--- src/rtl/alu_cmd_sequencer.sv ---
// Registers commands onto a combinational ALU, captures its result one cycle later,
// and hands the result off over valid/ready while keeping a chaining accumulator.
module alu_cmd_sequencer #(
    parameter int unsigned WIDTH  = 8,
    parameter int unsigned SEL_W  = 4,
    parameter int unsigned FLAG_W = 4,
    parameter int unsigned CNT_W  = 16
) (
    input  logic              clk,
    input  logic              rst_n,
    input  logic              cmd_valid,
    output logic              cmd_ready,
    input  logic [WIDTH-1:0]  cmd_a,
    input  logic [WIDTH-1:0]  cmd_b,
    input  logic [SEL_W-1:0]  cmd_sel,
    input  logic              cmd_acc,
    input  logic              acc_clr,
    output logic [WIDTH-1:0]  alu_a,
    output logic [WIDTH-1:0]  alu_b,
    output logic [SEL_W-1:0]  alu_sel,
    input  logic [WIDTH-1:0]  alu_out,
    input  logic [FLAG_W-1:0] alu_flag,
    output logic              res_valid,
    input  logic              res_ready,
    output logic [WIDTH-1:0]  res_data,
    output logic [FLAG_W-1:0] res_flag,
    output logic [WIDTH-1:0]  acc,
    output logic [CNT_W-1:0]  op_count
);

    typedef enum logic [1:0] {StIdle, StExec, StHold} state_e;

    state_e             state_q, state_d;
    logic [WIDTH-1:0]   alu_a_q, alu_a_d;
    logic [WIDTH-1:0]   alu_b_q, alu_b_d;
    logic [SEL_W-1:0]   alu_sel_q, alu_sel_d;
    logic               res_valid_q, res_valid_d;
    logic [WIDTH-1:0]   res_data_q, res_data_d;
    logic [FLAG_W-1:0]  res_flag_q, res_flag_d;
    logic [WIDTH-1:0]   acc_q, acc_d;
    logic [CNT_W-1:0]   op_count_q, op_count_d;
    logic               accept;

    // In HOLD a new command may only enter when the current result leaves on the same edge.
    assign cmd_ready = (state_q == StIdle) || ((state_q == StHold) && res_ready);
    assign accept    = cmd_valid && cmd_ready;

    always_comb begin
        state_d     = state_q;
        alu_a_d     = alu_a_q;
        alu_b_d     = alu_b_q;
        alu_sel_d   = alu_sel_q;
        res_valid_d = res_valid_q;
        res_data_d  = res_data_q;
        res_flag_d  = res_flag_q;
        acc_d       = acc_q;
        op_count_d  = op_count_q;

        unique case (state_q)
            StIdle: begin
                if (accept) begin
                    state_d = StExec;
                end
            end
            StExec: begin
                res_data_d  = alu_out;
                res_flag_d  = alu_flag;
                acc_d       = alu_out;
                res_valid_d = 1'b1;
                state_d     = StHold;
            end
            StHold: begin
                if (res_ready) begin
                    op_count_d  = op_count_q + CNT_W'(1);
                    res_valid_d = 1'b0;
                    state_d     = cmd_valid ? StExec : StIdle;
                end
            end
            default: begin
                state_d     = StIdle;
                res_valid_d = 1'b0;
            end
        endcase

        if (accept) begin
            alu_a_d   = cmd_acc ? (acc_clr ? '0 : acc_q) : cmd_a;
            alu_b_d   = cmd_b;
            alu_sel_d = cmd_sel;
        end

        // Clear wins over the EXEC capture; res_data still reports the raw result.
        if (acc_clr) begin
            acc_d = '0;
        end
    end

    always_ff @(posedge clk) begin
        if (!rst_n) begin
            state_q     <= StIdle;
            alu_a_q     <= '0;
            alu_b_q     <= '0;
            alu_sel_q   <= '0;
            res_valid_q <= 1'b0;
            res_data_q  <= '0;
            res_flag_q  <= '0;
            acc_q       <= '0;
            op_count_q  <= '0;
        end else begin
            state_q     <= state_d;
            alu_a_q     <= alu_a_d;
            alu_b_q     <= alu_b_d;
            alu_sel_q   <= alu_sel_d;
            res_valid_q <= res_valid_d;
            res_data_q  <= res_data_d;
            res_flag_q  <= res_flag_d;
            acc_q       <= acc_d;
            op_count_q  <= op_count_d;
        end
    end

    assign alu_a     = alu_a_q;
    assign alu_b     = alu_b_q;
    assign alu_sel   = alu_sel_q;
    assign res_valid = res_valid_q;
    assign res_data  = res_data_q;
    assign res_flag  = res_flag_q;
    assign acc       = acc_q;
    assign op_count  = op_count_q;

endmodule

--- config.mk ---
export PLATFORM = sky130hd
export DESIGN_NAME = alu_cmd_sequencer
export DESIGN_NICKNAME = d
export VERILOG_FILES = /design/src/rtl/alu_cmd_sequencer.sv
export SDC_FILE = /design/constraint.sdc
export NUM_CORES = 1
export LEC_CHECK = 0
export BUFFER_PORTS_ARGS = -buffer_cell sky130_fd_sc_hd__buf_2
export CAP_MARGIN = 20
export CORE_ASPECT_RATIO = 1.4
export CORE_MARGIN = 1
export CORE_UTILIZATION = 43
export DETAILED_ROUTE_END_ITERATION = 7
export GPL_TIMING_DRIVEN = 0
export HOLD_SLACK_MARGIN = 0.12
export PLACE_DENSITY_LB_ADDON = 0.15
export SETUP_SLACK_MARGIN = 0.5
export SYNTH_ARGS = -nofsm -noshare
export SYNTH_HDL_FRONTEND = slang
export SYNTH_SLANG_ARGS = --single-unit
--- constraint.sdc ---
create_clock -name clk -period 1.8 [get_ports clk]
set_input_delay 0.54 -clock clk [delete_from_list [all_inputs] [get_ports clk]]
set_output_delay 0.54 -clock clk [all_outputs]
set_load 0.01 [all_outputs]
Word level (Yosys, flattened, before mapping)
Cells that the tools add are included.

word-level totals
  flip-flop bits (word level) = 59
  input port bits = 38
  output and inout bits = 58
  word-level logic and storage cells = 32

operators by class
  add/sub/neg operators = 1
  equality and inequality tests = 4
  muxes and demuxes = 8
  bitwise logic cells = 2
  reduce and logical (&&, ||, !) cells = 8

operator list
  kind                                                                   number
  16-bit by 1-bit adder with 16-bit output, second input constant        1
  8-bit 2-to-1 mux                                                       2
  2-bit one-hot mux with 3 select lines                                  1
  2-bit AND reduction                                                    3
  2-bit 2-to-1 mux                                                       2
  2-bit inequality test, second input constant                           2
  1-bit one-hot mux with 3 select lines                                  1
  2-bit by 1-bit equality test with 1-bit output, second input constant  1
  2-bit equality test, second input constant                             1
  1-bit logical AND                                                      2
  2-bit zero test                                                        1
  1-bit 2-to-1 mux                                                       2
  1-bit NOT                                                              2
  2-bit OR reduction                                                     1
  1-bit logical OR                                                       1

Depth between registers and ports, before layout
Gate-level depths: netlist of the first run.

  depth in word-level cells = 6
  depth in mapped cells = 6
  gate-level depth less buffers = 5

Worst setup path before layout of the first run
OpenSTA, ideal clock, no wires.

  kind = input -> register
  start point = input res_ready
  end point = register op_count_q[13], in the netlist op_count[13]
  setup time = 0.070 ns
  arrival time = 1.741 ns
  data required time = 1.730 ns
  path slack = -0.012 ns
  stages = 5
  path buffers = 1
  cell sequence = buf_2 nand3b_4 or3_4 or4_1 a21oi_1

on the way
  word-level cells in the longest chain between the ends = 1

ends and longest elaborated chain
  item                                  RTL line  source
  from (decl)                           24        input logic res_ready,
  2-bit AND reduction (no source line)  n/a
  to (signal assigned)                  117       op_count_q <= op_count_d;
  to (decl)                             41        logic [CNT_W-1:0] op_count_q, op_count_d;

No other way between the ends.
A chain may end at the register's enable or synchronous reset.

Worst setup path after layout of the first run
  start point = register op_count_q[1], in the netlist op_count[1]
  end point = register op_count_q[13], in the netlist op_count[13]

on the way
  word-level cells in the longest chain between the ends = 1

ends and longest elaborated chain
  item                                      RTL line  source
  16-bit by 1-bit adder with 16-bit output  74        op_count_d = op_count_q + CNT_W'(1);

No other way between the ends.

==> qor.csv, run 1 <==
metric;value;unit
Root Buffer Master;clkbuf_8;
gpl congestion;0.760;
vias per cell;5.16;
Top FF cell, synth;dfxtp_1;
Leakage;1.79;nW
Worst R2R Start;op_count[1];
clk_lat worst skew;330;ps
Startpoint Class;flip-flop;
router iterations before antenna repair;4;
Synth Area per Inst;8.49;µm²
Hold Crit Class;in2reg;
DRT met1 WL;2870;µm
max_slew headroom;61.8;%
overall global routing resource usage;24.5;%
Setup TNS;0;ps
most common cell after layout, fill and taps aside;buf_6;
CTS max path bufs;2;
die area;5670;µm²
Fill cells;336;
Antenna Nets Post-Route;0;
# hold bufs at CTS;0;
vias in the first global route;2293;
DRC;0;
layout cells sized above 1;59.4;%
yosys warns;0;
R2R depth;4;
Worst Hold Path EP;alu_b[5];
Clock transition at path regs;70;ps
Port Buffers;94;
synthesized cell area;2310;µm²
hold slack;439;ps
clock tree from TritonCTS;done;
Synth top area share;51.1;%
crit path DAT;1880;ps
worst-margin pin slew;573;ps
Reg2Reg Setup Slack;170;ps
Boundary Pins;96;
Nets;465;
Post-synth EDFFs;0;
WL/cell;15.5;µm
first-pass GRT wire length;10400;µm
Sink Count;59;
min Tclk post-route;1630;ps
Hold Path Origin;cmd_b[5];
commonest non-fill, non-tap cells in the layout;67 x buf_6, 61 x nand2_1, 43 x dfxtp_2, 40 x buf_4, 38 x buf_2;
Crit path required time;2060;ps
Post-Synthesis Cells;272;
RSZ-0062 raised after global routing;yes;
htree depth;3;
# diodes;0;
final-report max-slew violation count;0;
fin util;80.4;%
Top Family by Delay on Critical Path;simple AND/OR/NAND/NOR gates;
CP Buf/Inv Count;0;
Area growth syn-to-layout;79.5;%
Multi-input gate area;1220;µm²
CP max stage cell;or3_4;
Cells on Worst Hold Path;3;
Synth Net Count;311;
Async SR Flop Fraction;0;%
Iteration-0 DRC Markers;59;
FF/Latch Area;1290;µm²
WS Path Type;reg2reg;
Final Hold Vio Count;0;
cell breakdown of the critical path;nand2_2, or3_4, or4_4, a21oi_2;
total number of vias;2563;
final period utilization;90.4;%
grt ovf;0;
initial antenna violation count;0;
met2 WL;4240;µm
crit-path max FO;5;
chip width;63.9;µm
# setup viols final;0;
starting density of the core;44.8;%
detailed-route wire length;7680;µm
cell row count;31;
synth top area cells;dfxtp_1 51%, nand2_1 10%, a21oi_1 8.5%;
pwr dens;703;nW/µm²
CP max stage delay;460;ps
Max Freq;615;MHz
Seq/Total Area, Yosys;51.1;%
met3 WL;347;µm
status;finished, final reports clean;
Worst setup EP type;flip-flop;
core area;5160;µm²
Die Ht;88.7;µm
Synth area leader;dfxtp_1;
largest net degree at the start of global routing;11;
worst vdd ir;723;µV
max-capacitance violation count;0;
CTS buffer count;9;
Worst Clk Skew;5.27;ps
r2r endpoint;op_count[13];
dpl hpwl;4350;µm
Synth cell types;34;
max layer used;met4;
post-synthesis register bit count;59;
[stage by stage]
step                      worst slack, ps  std cells  instance area, µm²  power (mW)
after floorplan                       111        272                2390        1.57
after global placement               48.8        432                2940        1.70
after detailed placement             10.4        432                2940        1.71
after CTS                             195        473                3750        2.89
after global routing                  144        497                4150        3.03
final                                 174        497                4150        2.92
[worst register-to-register path: cells and delay by family, from the launching register on]
kind             cells  cell delay, ps
AO/OA/AOI/OAI        1             130
flip-flops           1             370
AND/OR/NAND/NOR      3            1050
[how the worst max path moves through the flow]
stage / cells past startpoint / endpoint / from / slack [ps]
after floorplan: 5 / op_count[15] / res_ready / 110
after global routing: 4 / op_count[13] / op_count[1] / 140
after CTS: 5 / op_count[13] / state_q[1] / 200
final: 4 / op_count[13] / op_count[1] / 170
after detailed placement: 5 / op_count[13] / res_ready / 10
after global placement: 5 / op_count[15] / res_ready / 50
[timing repair]
item                                   in CTS  in global routing
cloned                                      0                  0
setup endpoints to repair                 111                102
pin swaps                                   7                 14
endpoints found under the hold margin       0                  0
gates resized for setup                   117                 52
buffers inserted                           25                 24
[report_power, final]
| part | internal, mW | switching (mW) |
|---|---|---|
| combinational | 0.223 | 0.192 |
| sequential | 1.35 | 0.0420 |
| clock | 0.609 | 0.502 |
[cells by family after synthesis]
kind of cell,share of synthesized area [%]
adders and majority gates,0.542
buffers and inverters,3.36
AOI/OAI and AO/OA,14.5
muxes,0.433
xor gates and xnor gates,3.41
DFF,51.1
and+or+nand+nor,26.7
[registers in the layout (all words and copies together), names as in the netlist]
signal	flops
op_count	16
state_q	2
alu_sel	4
res_valid	1
alu_a	8
acc	8
res_flag	4
alu_b	8
res_data	8
[routing by layer]
layer / up-vias / global-route usage [%]
met5: - / 0
met4: 0 / 10.5
met3: 17 / 7.99
met2: 83 / 44.8
met1: 1217 / 25.5
li1: 1246 / -
[cells in the mapped netlist, types with 4 or more instances]
library cell / count
nand2b_1: 9
xnor2_1: 4
nand3b_1: 8
clkbuf_1: 10
xor2_1: 5
nand2_1: 63
a311oi_1: 8
nor2_1: 21
inv_1: 5
dfxtp_1: 59
nand3_1: 5
a21oi_1: 39
[area by class of cell]
type	instances	area share, %
sequential	59	31.2
timing repair buffer	143	30.0
multi-input combinational	193	29.4
clock buffer	14	4.16
buffer	15	2.44
tap	66	1.99
inverter	5	0.513
clock inverter	2	0.241
No activity file was read; power rests on OpenSTA's default activity.
==> inputs of run 2 (changes only) <==
--- a/config.mk
+++ b/config.mk
@@ -16,3 +16,3 @@
 export PLACE_DENSITY_LB_ADDON = 0.15
-export SETUP_SLACK_MARGIN = 0.5
+export SETUP_SLACK_MARGIN = 0.15
 export SYNTH_ARGS = -nofsm -noshare
==> constraint.sdc (replaced) <==
create_clock -name clk -period 1.8 [get_ports clk]
set_input_delay 0.18 -clock clk [delete_from_list [all_inputs] [get_ports clk]]
set_output_delay 0.18 -clock clk [all_outputs]
set_load 0.01 [all_outputs]
==> run 2 against run 1 <==
  * Non-clock buffer count shrank 16
  * Sequential cell count is the same
  * Total power grew 9.5%
  * Largest cell class is now sequential cells
  * Sequential share of layout area grew 3.2 points
  * Fmax grew 2.8%
  * Critical path depth is the same
  * Die area is the same
==> qor.csv, run 2 (synthesized netlist as in run 1, its figures left out) <==
metric;value;unit;change
cell row count;31;;unchanged
detailed-route wire length;6110;µm;was 7680 µm
Root Buffer Master;clkbuf_8;;unchanged
Clock transition at path regs;70;ps;about the same
Iteration-0 DRC Markers;57;;was 59
final-report max-slew violation count;0;;unchanged
Area growth syn-to-layout;49.8;%;was 79.5%
status;finished, final reports clean;;unchanged
Startpoint Class;flip-flop;;unchanged
max_slew headroom;66.1;%;was 61.8%
R2R depth;4;;unchanged
pwr dens;922;nW/µm²;was 703 nW/µm²
Cells on Worst Hold Path;3;;unchanged
cell breakdown of the critical path;nand3b_4, or3_4, or4_4, a21oi_2;;was nand2_2, or3_4, or4_4, a21oi_2
RSZ-0062 raised after global routing;yes;;unchanged
first-pass GRT wire length;9410;µm;was 10400 µm
CP max stage cell;or3_4;;unchanged
# diodes;0;;unchanged
grt ovf;0;;unchanged
DRC;0;;unchanged
crit path DAT;1860;ps;was 1880 ps
clk_lat worst skew;350;ps;was 330 ps
Hold Crit Class;in2reg;;unchanged
Setup TNS;0;ps;unchanged
Antenna Nets Post-Route;0;;unchanged
Reg2Reg Setup Slack;220;ps;was 170 ps
core area;5160;µm²;unchanged
total number of vias;2365;;was 2563
initial antenna violation count;0;;unchanged
WL/cell;12.7;µm;was 15.5 µm
max-capacitance violation count;0;;unchanged
CTS buffer count;9;;unchanged
Worst R2R Start;state_q[0];;was op_count[1]
Worst Hold Path EP;alu_a[0];;was alu_b[5]
Port Buffers;94;;unchanged
router iterations before antenna repair;4;;unchanged
Nets;449;;was 465
Worst setup EP type;flip-flop;;unchanged
Crit path required time;2080;ps;was 2060 ps
min Tclk post-route;1580;ps;was 1630 ps
CP max stage delay;430;ps;was 460 ps
most common cell after layout, fill and taps aside;buf_2;;was buf_6
chip width;63.9;µm;unchanged
vias in the first global route;2105;;was 2293
r2r endpoint;op_count[13];;unchanged
Hold Path Origin;cmd_a[0];;was cmd_b[5]
Worst Clk Skew;8.48;ps;was 5.27 ps
vias per cell;4.92;;was 5.16
commonest non-fill, non-tap cells in the layout;96 x buf_2, 62 x nand2_1, 51 x dfxtp_1, 38 x a21oi_1, 29 x dlygate4sd3_1;;was 67 x buf_6, 61 x nand2_1, 43 x dfxtp_2, 40 x buf_4, 38 x buf_2
final period utilization;87.9;%;was 90.4%
max reg flops;16;;unchanged
fin util;67.1;%;was 80.4%
htree depth;3;;unchanged
Max Freq;632;MHz;was 615 MHz
worst vdd ir;589;µV;was 723 µV
clock tree from TritonCTS;done;;unchanged
gpl congestion;0.738;;was 0.760
Boundary Pins;96;;unchanged
Die Ht;88.7;µm;unchanged
overall global routing resource usage;22.1;%;was 24.5%
dpl hpwl;4190;µm;was 4350 µm
Leakage;1.52;nW;was 1.79 nW
starting density of the core;44.8;%;unchanged
largest net degree at the start of global routing;12;;was 11
worst-margin pin slew;509;ps;was 573 ps
CTS max path bufs;2;;unchanged
Sink Count;59;;unchanged
# setup viols final;0;;unchanged
crit-path max FO;7;;was 5
WS Path Type;reg2reg;;unchanged
layout cells sized above 1;33.0;%;was 59.4%
die area;5670;µm²;unchanged
Final Hold Vio Count;0;;unchanged
[run 2: layer usage]
metal,track usage [%],vias up,wire (µm)
met2,40.1,63,3210
met5,0,-,0
met4,13.8,0,126
li1,-,1213,-
met3,4.90,13,320
met1,23.0,1076,2450
[run 2: worst max path at each step]
stage | start | to | depth (start not counted)
6_report | state_q[0] | op_count[13] | 4
5_1_grt | op_count[4] | op_count[15] | 4
4_1_cts | state_q[0] | op_count[13] | 4
3_5_place_dp | state_q[1] | alu_b[6] | 5
3_3_place_gp | state_q[1] | alu_a[0] | 5
2_1_floorplan | op_count[3] | op_count[13] | 4
[run 2: cell type report]
cell class | count | area, µm²
Tap cell | 66 | 82.6
Buffer | 15 | 62.6
Inverter | 5 | 18.8
Clock inverter | 7 | 116
Sequential cell | 59 | 1190
Fill cell | 440 | 1700
Timing Repair Buffer | 127 | 791
Multi-Input combinational cell | 193 | 1070
Clock buffer | 9 | 124
[run 2: critical path: cells and delay by family (launching register included)]
kind,cells,cell delay [ps]
DFF,1,350
AOI/OAI and AO/OA,1,130
and+or+nand+nor,3,1040
[run 2: what timing repair did]
item,CTS,global route
hold buffers,29,0
endpoints found under the setup margin,12,29
gates resized for setup,2,15
hold endpoints to repair,36,0
buffers inserted,0,4
[run 2: metrics by stage]
| stage | area [µm²] | hold slack [ps] | setup WS [ps] | std cells | total power, mW |
|---|---|---|---|---|---|
| floorplan | 2310 | 316 | 240 | 272 | 1.57 |
| global placement | 2860 | 423 | 158 | 432 | 1.70 |
| detailed placement | 2860 | 430 | 144 | 432 | 1.71 |
| CTS | 3400 | 120 | 162 | 477 | 3.20 |
| global route | 3460 | 137 | 93.2 | 481 | 3.30 |
| finish | 3460 | 120 | 218 | 481 | 3.19 |
[run 2: where the power goes]
group          internal [mW]  switching, mW  leakage [nW]
clock                  0.916          0.547         0.119
combinational          0.163          0.176         0.917
sequential              1.36         0.0294         0.485
total                   2.44          0.753          1.52
==> inputs of run 3 (changes only) <==
--- a/constraint.sdc
+++ b/constraint.sdc
@@ -3,2 +3,2 @@
 set_output_delay 0.18 -clock clk [all_outputs]
-set_load 0.01 [all_outputs]
+set_load 0.1 [all_outputs]
==> run 3 against run 2 <==
  * Design area down 3.3%
  * Critical endpoint is now op_count[15]
  * Global-route usage grew 0.75 points
  * Sequential cell count unchanged
  * Utilization decreased by 2.2 points
  * First-iteration DRC count up 68%
  * Register-to-register slack lost 30 ps
  * Sequential share of layout area up 2.3 points
  * Critical path depth is the same
  * Setup slack got worse by 26 ps
  * Wire length is 4.7% higher
==> qor.csv, run 3 (synthesized netlist as in run 1, its figures left out) <==
metric;value;unit;change
cell row count;31;;unchanged
Leakage;1.48;nW;was 1.52 nW
Hold Crit Class;in2reg;;unchanged
WS Path Type;reg2reg;;unchanged
starting density of the core;44.8;%;unchanged
Post-Layout Cell Count;473;;was 481
combinational share of power;22.0;%;was 10.6%
Clk pwr share;33.9;%;was 45.8%
Seq pwr share;44.1;%;was 43.5%
initial antenna violation count;0;;unchanged
WL/cell;13.5;µm;was 12.7 µm
max_slew headroom;62.9;%;was 66.1%
Port Buffers;94;;unchanged
CTS max path bufs;2;;unchanged
overall global routing resource usage;22.8;%;was 22.1%
largest net degree at the start of global routing;11;;was 12
worst vdd ir;821;µV;was 589 µV
# diodes;0;;unchanged
grt ovf;0;;unchanged
max reg flops;16;;unchanged
Post-Place Cells;432;;unchanged
vias in the first global route;2137;;was 2105
total number of vias;2360;;was 2365
Die Ht;88.7;µm;unchanged
Nets;441;;was 449
Int Power;2.07;mW;was 2.44 mW
most common cell after layout, fill and taps aside;buf_2;;unchanged
min Tclk post-route;1610;ps;was 1580 ps
Antenna Nets Post-Route;0;;unchanged
Clock transition at path regs;60;ps;was 70 ps
Startpoint Class;flip-flop;;unchanged
Worst Clk Skew;7.06;ps;was 8.48 ps
dpl hpwl;4370;µm;was 4190 µm
detailed-route wire length;6390;µm;was 6110 µm
Setup TNS;0;ps;unchanged
Sink Count;59;;unchanged
# setup viols final;0;;unchanged
commonest non-fill, non-tap cells in the layout;96 x buf_2, 62 x nand2_1, 42 x dfxtp_1, 39 x a21oi_1, 24 x dlygate4sd3_1;;was 96 x buf_2, 62 x nand2_1, 51 x dfxtp_1, 38 x a21oi_1, 29 x dlygate4sd3_1
htree depth;3;;unchanged
die area;5670;µm²;unchanged
Switch Pwr;1.05;mW;was 0.753 mW
core area;5160;µm²;unchanged
CTS buffer count;9;;unchanged
Max Freq;622;MHz;was 632 MHz
DRC;0;;unchanged
Worst setup EP type;flip-flop;;unchanged
Iteration-0 DRC Markers;96;;was 57
first-pass GRT wire length;9740;µm;was 9410 µm
chip width;63.9;µm;unchanged
Final Hold Vio Count;0;;unchanged
Crit path required time;2060;ps;was 2080 ps
Root Buffer Master;clkbuf_8;;unchanged
status;finished, final reports clean;;unchanged
gpl congestion;0.767;;was 0.738
crit-path max FO;7;;unchanged
worst-margin pin slew;556;ps;was 509 ps
clock tree from TritonCTS;done;;unchanged
switching portion of total power;33.6;%;was 23.6%
Boundary Pins;96;;unchanged
RSZ-0062 raised after global routing;yes;;unchanged
clk_lat worst skew;330;ps;was 350 ps
final period utilization;89.3;%;was 87.9%
crit path DAT;1870;ps;was 1860 ps
router iterations before antenna repair;4;;unchanged
layout cells sized above 1;33.9;%;was 33.0%
Area growth syn-to-layout;44.9;%;was 49.8%
max-capacitance violation count;0;;unchanged
pwr dens;933;nW/µm²;was 922 nW/µm²
final-report max-slew violation count;0;;unchanged
vias per cell;4.99;;was 4.92
[run 3: cell count changes in the layout (fill, tap and decap cells not counted), sizes merged]
| cell | change |
|---|---|
| clkinv | -1 |
| dlygate4sd3 | -5 |
| bufinv | -3 |
| clkbuf | +5 |
| buf | -3 |
| clkinvlp | -1 |
[run 3: final timing paths]
check	from	endpoint	slack [ps]	cells past startpoint
max	state_q[0]	op_count[15]	190	4
min	alu_out[5]	acc[5]	120	3
max reg2reg	state_q[0]	op_count[15]	190	4
min reg2reg	alu_b[2]	alu_b[2]	450	2
[run 3: critical path, cell delays in order, from the launching register on]
cell and delay (ps):
dfxtp_2 350, nand3b_4 170, or3_1 360, or4_1 510, a21oi_1 140
[run 3: layer usage]
metal	GRT usage, %	share of wire [%]	up-vias
met1	24.1	40	1098
met5	0	0	-
met2	42.6	54	65
li1	-	-	1193
met4	10.5	0.89	0
met3	5.54	5.4	4
[run 3: through the flow]
stage	area (µm²)	hold WS (ps)	setup slack [ps]	total power, mW	utilization [%]
2_1_floorplan	2370	316	117	1.91	-
3_3_place_gp	2920	421	127	2.04	56.6
5_1_grt	3350	125	143	3.24	64.9
3_5_place_dp	2920	427	106	2.05	56.6
4_1_cts	3330	121	165	3.14	64.6
6_report	3350	124	192	3.12	64.9
[run 3: power by group through the flow]
| stage | Sequential [mW] | Combinational (mW) | Clock (mW) |
|---|---|---|---|
| floorplan | 1.76 | 0.146 | 0 |
| detailed placement | 1.40 | 0.645 | 0 |
| finish | 1.38 | 0.688 | 1.06 |
| global route | 1.38 | 0.721 | 1.14 |
| global placement | 1.40 | 0.640 | 0 |
| CTS | 1.37 | 0.686 | 1.08 |
[run 3: final cells by class]
cell class / instances / area, µm²
buffer: 15 / 63.8
clock buffer: 14 / 163
clock inverter: 2 / 10.0
fill: 458 / 1810
inverter: 5 / 18.8
multi-input combinational: 193 / 1060
sequential: 59 / 1230
tap: 66 / 82.6
timing repair buffer: 119 / 718
[run 3: repair_timing]
action / in CTS / in global routing
buffers inserted: 1 / 0
hold endpoints to repair: 25 / 1
endpoints found under the setup margin: 12 / 36
hold buffers: 23 / 1
resized for setup: 2 / 5
